### src/rtl/wishbone_bus_if.sv
// Wishbone classic master bridge for one CPU memory port.
//
// A CPU request (cpu_ce_i with address, data, write enable and byte lanes) becomes a single
// Wishbone classic transaction. The bridge asks the pipeline to stall until the slave acks.
// If the pipeline is still frozen by another stage when the ack arrives, the read data is
// held in a buffer so the bus is not accessed again. A flush abandons the current request.
//
// Optional feature macro: WB_TIMEOUT_EN. When defined, a BUSY cycle counter aborts a transaction
// that gets no ack within TIMEOUT_CYCLES cycles. The abort returns 32'hFFFF_FFFF as read data
// and pulses bus_err_o for one cycle. When undefined, BUSY waits indefinitely and bus_err_o is 0.
//
// Ports:
//   clk, rst_n              clock (rising edge), asynchronous active-low reset
//   cpu_ce_i                CPU request valid
//   cpu_addr_i/cpu_data_i   byte address / write data
//   cpu_we_i, cpu_sel_i     1=write, byte lanes (bit3 = [31:24])
//   cpu_data_o              read data to CPU (combinational)
//   stall_i, flush_i        pipeline frozen by any stage / pipeline flush
//   stallreq_o              stall request to pipeline control (combinational)
//   wishbone_*_o            registered bus outputs (addr, data, we, sel, stb, cyc)
//   wishbone_data_i/ack_i   bus read data / acknowledge
//   bus_err_o               timeout abort pulse (WB_TIMEOUT_EN only)
module wishbone_bus_if #(
  parameter int unsigned TIMEOUT_CYCLES = 255
) (
  input  logic        clk,
  input  logic        rst_n,
  input  logic        cpu_ce_i,
  input  logic [31:0] cpu_addr_i,
  input  logic [31:0] cpu_data_i,
  input  logic        cpu_we_i,
  input  logic [3:0]  cpu_sel_i,
  output logic [31:0] cpu_data_o,
  input  logic        stall_i,
  input  logic        flush_i,
  output logic        stallreq_o,
  output logic [31:0] wishbone_addr_o,
  output logic [31:0] wishbone_data_o,
  output logic        wishbone_we_o,
  output logic [3:0]  wishbone_sel_o,
  output logic        wishbone_stb_o,
  output logic        wishbone_cyc_o,
  input  logic [31:0] wishbone_data_i,
  input  logic        wishbone_ack_i,
  output logic        bus_err_o
);

  if (TIMEOUT_CYCLES < 2) begin : g_param_check
    $error("TIMEOUT_CYCLES must be at least 2");
  end

  typedef enum logic [1:0] {
    StIdle,
    StBusy,
    StWaitForStall
  } state_e;

  state_e      state_q, state_d;
  logic [31:0] addr_q, addr_d;
  logic [31:0] data_q, data_d;
  logic        we_q, we_d;
  logic [3:0]  sel_q, sel_d;
  logic        stb_q, stb_d;
  logic        cyc_q, cyc_d;
  logic [31:0] rd_buf_q, rd_buf_d;

`ifdef WB_TIMEOUT_EN
  localparam int unsigned CntW = (TIMEOUT_CYCLES > 255) ? $clog2(TIMEOUT_CYCLES) : 8;
  localparam logic [CntW-1:0] CntLast = CntW'(TIMEOUT_CYCLES - 1);

  logic [CntW-1:0] cnt_q, cnt_d;
  logic            bus_err_q, bus_err_d;

  assign bus_err_o = bus_err_q;
`else
  assign bus_err_o = 1'b0;
`endif

  assign wishbone_addr_o = addr_q;
  assign wishbone_data_o = data_q;
  assign wishbone_we_o   = we_q;
  assign wishbone_sel_o  = sel_q;
  assign wishbone_stb_o  = stb_q;
  assign wishbone_cyc_o  = cyc_q;

  always_comb begin
    state_d    = state_q;
    addr_d     = addr_q;
    data_d     = data_q;
    we_d       = we_q;
    sel_d      = sel_q;
    stb_d      = stb_q;
    cyc_d      = cyc_q;
    rd_buf_d   = rd_buf_q;
    stallreq_o = 1'b0;
    cpu_data_o = '0;
`ifdef WB_TIMEOUT_EN
    cnt_d      = cnt_q;
    bus_err_d  = 1'b0;
`endif

    unique case (state_q)
      StIdle: begin
        stallreq_o = cpu_ce_i & ~flush_i;
        if (cpu_ce_i && !flush_i) begin
          addr_d  = cpu_addr_i;
          data_d  = cpu_data_i;
          we_d    = cpu_we_i;
          sel_d   = cpu_sel_i;
          stb_d   = 1'b1;
          cyc_d   = 1'b1;
          state_d = StBusy;
`ifdef WB_TIMEOUT_EN
          cnt_d   = '0;
`endif
        end
      end

      StBusy: begin
        if (flush_i) begin
          // Abandon the request; any read data this cycle is dropped.
          addr_d  = '0;
          data_d  = '0;
          we_d    = 1'b0;
          sel_d   = '0;
          stb_d   = 1'b0;
          cyc_d   = 1'b0;
          state_d = StIdle;
        end else if (wishbone_ack_i) begin
          cpu_data_o = we_q ? 32'h0 : wishbone_data_i;
          addr_d     = '0;
          data_d     = '0;
          we_d       = 1'b0;
          sel_d      = '0;
          stb_d      = 1'b0;
          cyc_d      = 1'b0;
          rd_buf_d   = wishbone_data_i;
          // If another stage holds the pipeline, park the data instead of re-issuing.
          state_d    = stall_i ? StWaitForStall : StIdle;
`ifdef WB_TIMEOUT_EN
        end else if (cnt_q == CntLast) begin
          cpu_data_o = 32'hFFFF_FFFF;
          addr_d     = '0;
          data_d     = '0;
          we_d       = 1'b0;
          sel_d      = '0;
          stb_d      = 1'b0;
          cyc_d      = 1'b0;
          rd_buf_d   = 32'hFFFF_FFFF;
          bus_err_d  = 1'b1;
          state_d    = stall_i ? StWaitForStall : StIdle;
        end else begin
          stallreq_o = 1'b1;
          cnt_d      = cnt_q + 1'b1;
        end
`else
        end else begin
          stallreq_o = 1'b1;
        end
`endif
      end

      StWaitForStall: begin
        cpu_data_o = rd_buf_q;
        if (flush_i || !stall_i) begin
          state_d = StIdle;
        end
      end

      default: begin
        state_d = StIdle;
      end
    endcase
  end

  always_ff @(posedge clk or negedge rst_n) begin
    if (!rst_n) begin
      state_q  <= StIdle;
      addr_q   <= '0;
      data_q   <= '0;
      we_q     <= 1'b0;
      sel_q    <= '0;
      stb_q    <= 1'b0;
      cyc_q    <= 1'b0;
      rd_buf_q <= '0;
    end else begin
      state_q  <= state_d;
      addr_q   <= addr_d;
      data_q   <= data_d;
      we_q     <= we_d;
      sel_q    <= sel_d;
      stb_q    <= stb_d;
      cyc_q    <= cyc_d;
      rd_buf_q <= rd_buf_d;
    end
  end

`ifdef WB_TIMEOUT_EN
  always_ff @(posedge clk or negedge rst_n) begin
    if (!rst_n) begin
      cnt_q     <= '0;
      bus_err_q <= 1'b0;
    end else begin
      cnt_q     <= cnt_d;
      bus_err_q <= bus_err_d;
    end
  end
`endif

endmodule

### config.mk
export PLATFORM = sky130hd
export DESIGN_NAME = wishbone_bus_if
export DESIGN_NICKNAME = d
export VERILOG_FILES = /design/src/rtl/wishbone_bus_if.sv
export SDC_FILE = /design/constraint.sdc
export NUM_CORES = 1
export LEC_CHECK = 0
export ABC_AREA = 1
export CORE_MARGIN = 10
export CORE_UTILIZATION = 48
export CTS_CLUSTER_SIZE = 16
export DETAILED_ROUTE_END_ITERATION = 6
export PLACE_DENSITY_LB_ADDON = 0.15
export SLEW_MARGIN = 10
export SYNTH_ARGS = -nofsm -noshare
export SYNTH_HDL_FRONTEND = slang
export SYNTH_SLANG_ARGS = --single-unit
### constraint.sdc
create_clock -name clk -period 4.67 [get_ports clk]
set_clock_uncertainty 0.1 [all_clocks]
set_input_delay 1.401 -clock clk [delete_from_list [all_inputs] [get_ports clk]]
set_output_delay 1.401 -clock clk [all_outputs]
set_load 0.05 [all_outputs]
==> results.toml <==
[yosys]
synth_fa_ha_area_share_pct = 0.683
syn-num-nets = 846
synthTopCellsByArea = "dfrtp_1 47%, nand2_1 17%, nand4_1 8.2%"
yosysTopAreaCell = "dfrtp_1"
ys_ff_latch = 104
synthMuxAreaShare_pct = 0
netlist_area_um2 = 5490
synth_top_cell_area_share_pct = 47.4
yosys_warnings = 0
ys_types = 20
syn_avg_cell_area_um2 = 7.46
synth_compound_area_share_pct = 5.92
synthCells = 736
synth_top_family_by_area = "simple AND/OR/NAND/NOR gates"
synth-xor-area-share_pct = 0
yosys.area_share.simple_pct = 33.9
yosysSeqAreaShare_pct = 47.4

[critical_path]
critPathKind = "in2out"
critPathRequiredTime_ns = 3.17
crit_path_end_kind = "output port"
max_stage_delay_ns = 0.52
cp_common_cell = "buf_12"
crit_family = "buffers and inverters"
crit_chain = "clkdlybuf4s50_1, nand2_4, nor2_8, buf_12, nand3_1, a21oi_1, buf_12"
cp_slowest_cell = "clkdlybuf4s50_1"
crit_path_start_kind = "input pin"
cp.arrival_ns = 3.02
cp.buffers_inverters = 3
cp_max_fo = 64

[global_route]
grtUsageTotal_pct = 20.2
grt_pass1_wl_mm = 27.1
grt_pass1_vias = 5333
grt_overflow = 0
antenna_found_initial = 0
grt_max_degree = 74

[power]
p_leak_nw = 3.95
peakVddDrop_uv = 377
p_per_area_nw_per_um2 = 686
p_total_w = 0.00556

[routing]
drcViolationCount = 0
avgRoutedWirePerCell_um = 16.3
viasPerCell = 5.31
first_pass_iters = 5
first_iter_violations = 488
routed_wl_mm = 17.2
drtAntennaViolNets = 0
dr_total_vias = 5589

[layout]
n_fill_cell = 927
nNetsFinal = 1015
drive_above_1_share_pct = 7.47
final_cell_mix = "242 x nand2_1, 176 x clkdlybuf4s50_1, 104 x dfrtp_1"
area_delta_synth_final_pct = 47.6
final_common_cell = "nand2_1"
fin_cells = 1053
num_antenna_cells = 0

[sta]
fin_crit_sh_pct = 96.9
hold_violations = 0
whs_ns = 0.368
tns_ns = 0
max_freq_mhz = 221
slew_viol_final = 0
tightestPinTransition_ns = 1.06
maxSlewHeadroom_pct = 29.5
finalSetupViolCount = 0
min_period_ns = 4.52
rsz0062_at_grt = "false"

[floorplan]
io_pins = 212
floorplan.initialDensity_pct = 48.5
coreArea_um2 = 11300
die_w_um = 127
dieHeight_um = 127
die_area_um2 = 16100
rows = 39

[clocking]
clock_latency_ns = 0.34
clockBufferDepth = 2
cts_tree = "yes"
cts_root_buf = "clkbuf_16"
ctsHoldBuffers = 0
cts-resized-gates = 0
htreeDepth = 3
clkTransAtPathRegs_ns = 0.06
cts_buffers = 9
postCtsSetupRepairBufs = 0
clock-sinks = 104

[place]
dp_hpwl_mm = 11.6
portBuffers = 210
placed_cells = 1037
gp_congestion = 0.793

[run]
max-cap-violations = 0

[run_status]
outcome = "complete, no violations"

[min_path]
hold_path_class = "reg2reg"
[metrics by stage]
step           instance area, um^2  setup slack, ns  util (%)
3_5_place_dp                  7820            0.114      69.0
3_3_place_gp                  7820            0.174      69.0
6_report                      8110            0.146      71.6
4_1_cts                       8110            0.141      71.6
5_1_grt                       8110           0.0280      71.6
2_1_floorplan                 5490            0.423         -
[logic make-up after synthesis]
kind of cell	Yosys count
AOI/OAI and AO/OA	65
adders and majority gates	3
buffers and inverters	138
DFF	104
other	1
and+or+nand+nor	425
[cell type report]
type                            count  area (um^2)  area share (%)
Sequential cell                   104         2600            32.1
Tap cell                          143          179            2.21
Multi-Input combinational cell    494         2230            27.5
Clock inverter                      6         60.1           0.741
Timing Repair Buffer              220         2520            31.1
Clock buffer                       10          229            2.82
Inverter                           76          285            3.52
[cell usage after synthesis]
master	instances
inv_2	2
conb_1	1
nand2_1	243
inv_1	74
clkbuf_1	19
nor2_1	71
nand4_1	72
nand3_1	34
nand2_4	1
nand3_4	1
buf_1	2
buf_6	9
buf_2	17
nor2_8	1
dfrtp_1	104
a21oi_1	32
buf_4	15
nand2_2	2
o21ai_0	33
ha_1	3
[sequential cells by signal, indices dropped and copies added (netlist names)]
name and cells:
rd_buf_q 32, wishbone_addr_o 32, wishbone_data_o 32, wishbone_sel_o 4, state_q 2, wishbone_cyc_o 1, wishbone_we_o 1
[worst min-delay path, delay by kind of cell, from the launching register on]
kind | cells | cell delay [ns]
flops | 1 | 0.34
simple gates | 2 | 0.09
[metal layers]
| layer | track usage (%) | share of wire, % | vias to the layer above |
|---|---|---|---|
| met4 | 8.04 | 2.5 | 0 |
| li1 | - | - | 2669 |
| met3 | 7.40 | 9.8 | 25 |
| met5 | 0 | 0 | - |
| met1 | 24.8 | 41 | 2658 |
| met2 | 31.6 | 47 | 237 |
[path summary, 6_finish.rpt]
kind | start | end | slack, ns | cells after the start
setup / recovery | wishbone_ack_i | cpu_data_o[15] | 0.15 | 7
hold / removal | wishbone_data_o[22] | wishbone_data_o[22] | 0.37 | 2
setup reg to reg | state_q[1] | wishbone_addr_o[18] | 1.41 | 8
hold reg to reg | wishbone_data_o[22] | wishbone_data_o[22] | 0.37 | 2
max in group asynchronous | rst_n | wishbone_data_o[2] | 2.58 | 2
min in group asynchronous | rst_n | wishbone_data_o[19] | 1.07 | 1
[where the power goes]
part / internal [W] / switching, W
registers: 0.00129 / 0.000200
logic: 0.00102 / 0.00231
clock network: 0.000413 / 0.000329
total: 0.00272 / 0.00283
Power figures use the tool's default switching activity.
